===== src/rtl/alu_operand_loader_pkg.sv =====
// Shared types for the operand loader feeding the 8-bit carry-lookahead adder.
// Holds the loader state encoding, the default data width and the overflow helper.
package alu_pkg;

  localparam int NB_DATA_DEF = 8;

  typedef enum logic [1:0] {
    S_IDLE   = 2'd0,
    S_LOAD_B = 2'd1,
    S_EXEC   = 2'd2,
    S_DONE   = 2'd3
  } loader_state_t;

  // Two's-complement overflow: operands agree in sign but the sum does not.
  function automatic logic signed_ovf(input logic a_msb, input logic b_msb, input logic s_msb);
    return (a_msb == b_msb) && (s_msb != a_msb);
  endfunction

endpackage


===== src/rtl/alu_operand_loader_if.sv =====
// Bus bundle between the operand loader, its producer, the adder and the result consumer.
// Slave modport is the loader's view; master modport is the surrounding environment.
interface alu_operand_loader_if #(
  parameter int NB_DATA = 8
);

  // Valid/ready: a transfer happens on a rising edge where both valid and ready are high;
  // valid may not depend on ready, and data is held stable while valid is high and ready is low.
  logic [NB_DATA-1:0] i_data;
  logic               i_cin;
  logic               i_valid;
  logic               o_ready;

  logic [NB_DATA-1:0] o_add1;
  logic [NB_DATA-1:0] o_add2;
  logic               o_carry;
  logic [NB_DATA-1:0] i_sum;
  logic               i_cout;

  logic [NB_DATA-1:0] o_result;
  logic               o_cout;
  logic               o_res_valid;
  logic               i_res_ready;

  modport slave (
    input  i_data, i_cin, i_valid, i_sum, i_cout, i_res_ready,
    output o_ready, o_add1, o_add2, o_carry, o_result, o_cout, o_res_valid
  );

  modport master (
    output i_data, i_cin, i_valid, i_sum, i_cout, i_res_ready,
    input  o_ready, o_add1, o_add2, o_carry, o_result, o_cout, o_res_valid
  );

endinterface


===== src/rtl/alu_operand_reg.sv =====
// Operand holding register: load enable with a synchronous clear that wins over the load.
module alu_operand_reg #(
  parameter int NB_DATA = 8
) (
  input  logic               i_clk,
  input  logic               i_reset,
  input  logic               i_clr,
  input  logic               i_en,
  input  logic [NB_DATA-1:0] i_d,
  output logic [NB_DATA-1:0] o_q
);

  logic [NB_DATA-1:0] val_q;
  logic [NB_DATA-1:0] val_d;

  always_comb begin
    val_d = val_q;
    if (i_clr) begin
      val_d = '0;
    end else if (i_en) begin
      val_d = i_d;
    end
  end

  always_ff @(posedge i_clk or posedge i_reset) begin
    if (i_reset) begin
      val_q <= '0;
    end else begin
      val_q <= val_d;
    end
  end

  assign o_q = val_q;

endmodule


===== src/rtl/alu_operand_loader.sv =====
// Loads A then B (+carry-in) from one valid/ready bus, holds them on the adder, captures sum/carry-out.
// Optional macro ALU_LOADER_OVF_EN adds o_ovf, the captured signed overflow flag.
module alu_operand_loader
  import alu_pkg::*;
#(
  parameter int NB_DATA = NB_DATA_DEF
) (
  input  logic                 i_clk,
  input  logic                 i_reset,
  input  logic                 i_clear,
  alu_operand_loader_if.slave  bus,
`ifdef ALU_LOADER_OVF_EN
  output logic                 o_ovf,
`endif
  output loader_state_t        o_dbg_state
);

  localparam int MSB = NB_DATA - 1;

  loader_state_t      state_q, state_d;
  logic               carry_q, carry_d;
  logic [NB_DATA-1:0] result_q, result_d;
  logic               cout_q, cout_d;
  logic               res_valid_q, res_valid_d;
`ifdef ALU_LOADER_OVF_EN
  logic               ovf_q, ovf_d;
`endif

  logic ready;
  logic beat;
  logic load_a;
  logic load_b;

  assign ready  = (state_q == S_IDLE) || (state_q == S_LOAD_B);
  assign beat   = bus.i_valid & ready;
  assign load_a = beat & (state_q == S_IDLE);
  assign load_b = beat & (state_q == S_LOAD_B);

  // Clear wins inside the registers too, so a beat coinciding with i_clear is dropped.
  alu_operand_reg #(.NB_DATA(NB_DATA)) u_reg_a (
    .i_clk   (i_clk),
    .i_reset (i_reset),
    .i_clr   (i_clear),
    .i_en    (load_a),
    .i_d     (bus.i_data),
    .o_q     (bus.o_add1)
  );

  alu_operand_reg #(.NB_DATA(NB_DATA)) u_reg_b (
    .i_clk   (i_clk),
    .i_reset (i_reset),
    .i_clr   (i_clear),
    .i_en    (load_b),
    .i_d     (bus.i_data),
    .o_q     (bus.o_add2)
  );

  always_comb begin
    state_d     = state_q;
    carry_d     = carry_q;
    result_d    = result_q;
    cout_d      = cout_q;
    res_valid_d = res_valid_q;
`ifdef ALU_LOADER_OVF_EN
    ovf_d       = ovf_q;
`endif
    if (i_clear) begin
      // Captured result/flags survive an abort; only the handshake and operands reset.
      state_d     = S_IDLE;
      carry_d     = 1'b0;
      res_valid_d = 1'b0;
    end else begin
      case (state_q)
        S_IDLE: begin
          if (beat) state_d = S_LOAD_B;
        end
        S_LOAD_B: begin
          if (beat) begin
            carry_d = bus.i_cin;
            state_d = S_EXEC;
          end
        end
        S_EXEC: begin
          result_d    = bus.i_sum;
          cout_d      = bus.i_cout;
          res_valid_d = 1'b1;
`ifdef ALU_LOADER_OVF_EN
          ovf_d       = signed_ovf(bus.o_add1[MSB], bus.o_add2[MSB], bus.i_sum[MSB]);
`endif
          state_d     = S_DONE;
        end
        S_DONE: begin
          if (res_valid_q && bus.i_res_ready) begin
            res_valid_d = 1'b0;
            state_d     = S_IDLE;
          end
        end
        default: begin
          state_d     = S_IDLE;
          res_valid_d = 1'b0;
        end
      endcase
    end
  end

  always_ff @(posedge i_clk or posedge i_reset) begin
    if (i_reset) begin
      state_q     <= S_IDLE;
      carry_q     <= 1'b0;
      result_q    <= '0;
      cout_q      <= 1'b0;
      res_valid_q <= 1'b0;
`ifdef ALU_LOADER_OVF_EN
      ovf_q       <= 1'b0;
`endif
    end else begin
      state_q     <= state_d;
      carry_q     <= carry_d;
      result_q    <= result_d;
      cout_q      <= cout_d;
      res_valid_q <= res_valid_d;
`ifdef ALU_LOADER_OVF_EN
      ovf_q       <= ovf_d;
`endif
    end
  end

  assign bus.o_ready     = ready;
  assign bus.o_carry     = carry_q;
  assign bus.o_result    = result_q;
  assign bus.o_cout      = cout_q;
  assign bus.o_res_valid = res_valid_q;
  assign o_dbg_state     = state_q;
`ifdef ALU_LOADER_OVF_EN
  assign o_ovf           = ovf_q;
`endif

endmodule


===== src/flat_wrapper.sv =====
// flat-port wrapper written by rule: the top's interface ports become plain ports
module alu_operand_loader_flat import alu_pkg::*;
#(
  parameter int NB_DATA = NB_DATA_DEF
)
  (i_clk, i_reset, i_clear, o_dbg_state, bus_i_data, bus_i_cin, bus_i_valid, bus_i_sum, bus_i_cout, bus_i_res_ready, bus_o_ready, bus_o_add1, bus_o_add2, bus_o_carry, bus_o_result, bus_o_cout, bus_o_res_valid);
  alu_operand_loader_if #(.NB_DATA(NB_DATA)) bus_i ();
  input  logic i_clk;
  input  logic i_reset;
  input  logic i_clear;
  output loader_state_t o_dbg_state;
  input wire logic [$bits(bus_i.i_data)-1:0] bus_i_data;
  input wire logic [$bits(bus_i.i_cin)-1:0] bus_i_cin;
  input wire logic [$bits(bus_i.i_valid)-1:0] bus_i_valid;
  input wire logic [$bits(bus_i.i_sum)-1:0] bus_i_sum;
  input wire logic [$bits(bus_i.i_cout)-1:0] bus_i_cout;
  input wire logic [$bits(bus_i.i_res_ready)-1:0] bus_i_res_ready;
  output wire logic [$bits(bus_i.o_ready)-1:0] bus_o_ready;
  output wire logic [$bits(bus_i.o_add1)-1:0] bus_o_add1;
  output wire logic [$bits(bus_i.o_add2)-1:0] bus_o_add2;
  output wire logic [$bits(bus_i.o_carry)-1:0] bus_o_carry;
  output wire logic [$bits(bus_i.o_result)-1:0] bus_o_result;
  output wire logic [$bits(bus_i.o_cout)-1:0] bus_o_cout;
  output wire logic [$bits(bus_i.o_res_valid)-1:0] bus_o_res_valid;
  assign bus_i.i_data = bus_i_data;
  assign bus_i.i_cin = bus_i_cin;
  assign bus_i.i_valid = bus_i_valid;
  assign bus_i.i_sum = bus_i_sum;
  assign bus_i.i_cout = bus_i_cout;
  assign bus_i.i_res_ready = bus_i_res_ready;
  assign bus_o_ready = bus_i.o_ready;
  assign bus_o_add1 = bus_i.o_add1;
  assign bus_o_add2 = bus_i.o_add2;
  assign bus_o_carry = bus_i.o_carry;
  assign bus_o_result = bus_i.o_result;
  assign bus_o_cout = bus_i.o_cout;
  assign bus_o_res_valid = bus_i.o_res_valid;
  alu_operand_loader #(.NB_DATA(NB_DATA)) u_core (.i_clk(i_clk), .i_reset(i_reset), .i_clear(i_clear), .bus(bus_i), .o_dbg_state(o_dbg_state));
endmodule

===== config.mk =====
export PLATFORM = sky130hd
export DESIGN_NAME = alu_operand_loader_flat
export DESIGN_NICKNAME = d
export VERILOG_FILES = /design/src/rtl/alu_operand_loader_pkg.sv /design/src/rtl/alu_operand_loader_if.sv /design/src/rtl/alu_operand_reg.sv /design/src/rtl/alu_operand_loader.sv /design/src/flat_wrapper.sv
export SDC_FILE = /design/constraint.sdc
export NUM_CORES = 1
export LEC_CHECK = 0
export BUFFER_PORTS_ARGS = -buffer_cell sky130_fd_sc_hd__buf_2
export CELL_PAD_IN_SITES_DETAIL_PLACEMENT = 1
export CELL_PAD_IN_SITES_GLOBAL_PLACEMENT = 1
export CORE_MARGIN = 2
export CORE_UTILIZATION = 38
export DETAILED_ROUTE_END_ITERATION = 8
export GPL_TIMING_DRIVEN = 0
export PLACE_DENSITY_LB_ADDON = 0.1
export SLEW_MARGIN = 20
export SYNTH_ARGS = -nofsm -noshare
export SYNTH_HDL_FRONTEND = slang
export SYNTH_HIERARCHICAL = 1
export SYNTH_SLANG_ARGS = --single-unit

===== constraint.sdc =====
create_clock -name i_clk -period 2.1 [get_ports i_clk]
set_input_delay 0.105 -clock i_clk [delete_from_list [all_inputs] [get_ports i_clk]]
set_output_delay 0.105 -clock i_clk [all_outputs]
set_load 0.1 [all_outputs]

==> flow_metrics.tcl <==
set metrics [dict create \
    io_buffers 52 \
    critPathArrivalTime_ns 1.60 \
    period_minus_slack_ns 1.70 \
    netlist.top_cell.by_area "dfrtp_1" \
    fp.dieH_um 62.0 \
    fmax_mhz 587 \
    syn_area_um2 1280 \
    avgRoutedWirePerCell_um 13.5 \
    clock-skew-final_ns 0.00612 \
    crit_path_start_kind "register" \
    rows 21 \
    critPathMaxFanout 5 \
    yosysSeqAreaShare 0.567 \
    antenna_cells 0 \
    slew_viol_final 0 \
    cts_buffers 5 \
    rsz0062_at_grt "no" \
    clk_pin_slew_ns 0.09 \
    cts.path.max_buffers 2 \
    period_share 0.811 \
    postCtsSetupBuffers 0 \
    grt_pass1_wl_um 4510 \
    grt_pass1_vias 1031 \
    maxSlewHeadroom 0.662 \
    die_area_um2 3850 \
    critical_path_class "register to output pin" \
    nNetsFinal 197 \
    setup_violations 0 \
    synthesis.nets 131 \
    drc 0 \
    vias 992 \
    final_util 0.534 \
    ys_types 20 \
    die_w_um 62.0 \
    ys_ff_latch 29 \
    antenna_found_initial 0 \
    status "completed" \
    io_pins 53 \
    max_cap_violations 0 \
    place.gp.congestion 0.761 \
    ff2ff_setup_slack_ns 0.56 \
    synthTopCellsByArea "dfrtp_1, mux2i_1, mux2_2" \
    cts_max_level 2 \
    end_kind "output pin" \
    fin_tns_setup_ns 0 \
    layout-drive-gt1-share 0.462 \
    coreArea_um2 3280 \
    area_delta_synth_final_pct 37.1 \
    required_ns 2.00 \
    synth_cells 104 \
    clock_sinks 29 \
    synth.avg_cell_area_um2 12.3 \
    wl_um 2920 \
    hp-class "input port to register" \
    hpwl_um 2260 \
    clk_latency_ns 0.32 \
    drtPass1Iterations 4 \
    cts_tree "done" \
    ant_nets 0 \
    via_per_inst 4.57 \
    grt_overflow_total 0 \
    grt_max_degree 14 \
    globalRouteTotalUtil 0.172 \
    synth_top_area_share 0.567 \
    hold_viol 0 \
    drtIter0Drc 14 \
    clock_tree.root_cell "clkbuf_4" \
    tightestPinTransition_ns 0.507 \
    start_util 0.390 \
    yosys_warnings 6 \
]
-- logic make-up (layout without fill, tap and decap cells) --
family          Yosys count  after routing  synth area share
compound gates            6              6            0.0430
fa+ha+maj                 4              4            0.0391
simple gates             28             28            0.0987
flops                    29             29             0.567
buf+inv                  12             79            0.0479
mux                      25             25             0.204
-- stage by stage --
stage,setup WS [ns],cells,hold WS [ns],cell area [µm²]
final,0.397,217,0.0219,1760
after floorplan,0.0971,104,-0.0793,1280
after CTS,0.362,215,0.000490,1740
after global routing,0.305,217,0.00104,1760
after detailed placement,0.553,202,0.0935,1600
after global placement,0.599,202,0.0892,1600
-- Yosys cell counts --
library cell and number:
or2_4 1, dfrtp_1 29, inv_1 7, nor2b_1 2, and2_2 1, nor2_1 18
a32o_1 1, mux2_2 9, and2_1 1, nand2_1 3, buf_6 2, a221oi_2 1
nand2b_1 1, mux2i_1 16, or2_2 1, buf_2 1, a21oi_1 2, ha_1 4
a22o_2 2, buf_1 2
-- worst max-delay path, cell delays in order, from the launching register on --
cell,delay [ns]
dfrtp_2,0.44
inv_1,0.10
ha_1,0.19
or2_4,0.14
buf_2,0.42
-- repair_timing --
action,CTS,global route
hold endpoints to repair,33,2
gates resized for setup,0,0
hold buffers,5,2
-- cell type report --
class,instances,area [µm²]
Buffer,5,35.0
Clock buffer,7,55.1
Clock inverter,1,30.0
Fill cell,376,1530
Inverter,7,26.3
Multi-Input combinational cell,63,493
Sequential cell,29,728
Tap cell,46,57.6
Timing Repair Buffer,59,330
-- sequential cells by signal, indices dropped and copies added (netlist names) --
register / cells
u_core/u_reg_a/o_q: 8
u_core/o_dbg_state: 2
u_core/bus.o_res_valid: 1
u_core/bus.o_result: 8
u_core/u_reg_b/o_q: 8
u_core/bus.o_carry: 1
u_core/bus.o_cout: 1
-- path summary, 6_finish.rpt --
kind	start	to	depth (start not counted)
setup / recovery	u_core/o_dbg_state[0]	bus_o_ready	4
hold / removal	bus_i_sum[4]	u_core/bus.o_result[4]	2
setup reg to reg	u_core/o_dbg_state[0]	u_core/bus.o_result[0]	5
hold reg to reg	u_core/bus.o_cout	u_core/bus.o_cout	1
max in group asynchronous	i_reset	u_core/o_dbg_state[1]	3
min in group asynchronous	i_reset	u_core/u_reg_a/o_q[4]	3
-- per-layer routing --
layer,track usage,routed length (µm),vias up
met5,0,0,-
met4,0.106,73,0
met3,0.0538,200,9
met2,0.293,1470,37
met1,0.183,1180,473
li1,-,-,473
-- placed cells by master, fill, tap and decap left out --
cell type / n
buf_2: 53
dfrtp_1: 27
nor2_1: 18
mux2i_1: 16
mux2_2: 9
dlygate4sd3_1: 7
inv_1: 7
clkbuf_4: 5
ha_1: 4
nand2_1: 3
nor2b_1: 2
a22o_2: 2
a21oi_1: 2
dfrtp_2: 2
buf_1: 2
buf_6: 2
bufinv_16: 1
clkbuf_8: 1
clkbuf_1: 1
or2_2: 1
or2_4: 1
a221oi_2: 1
a32o_1: 1
and2_2: 1
and2_1: 1
nand2b_1: 1
Power is not shown: default switching activity piles up to over one toggle a cycle in this logic, so the estimate is an artifact.
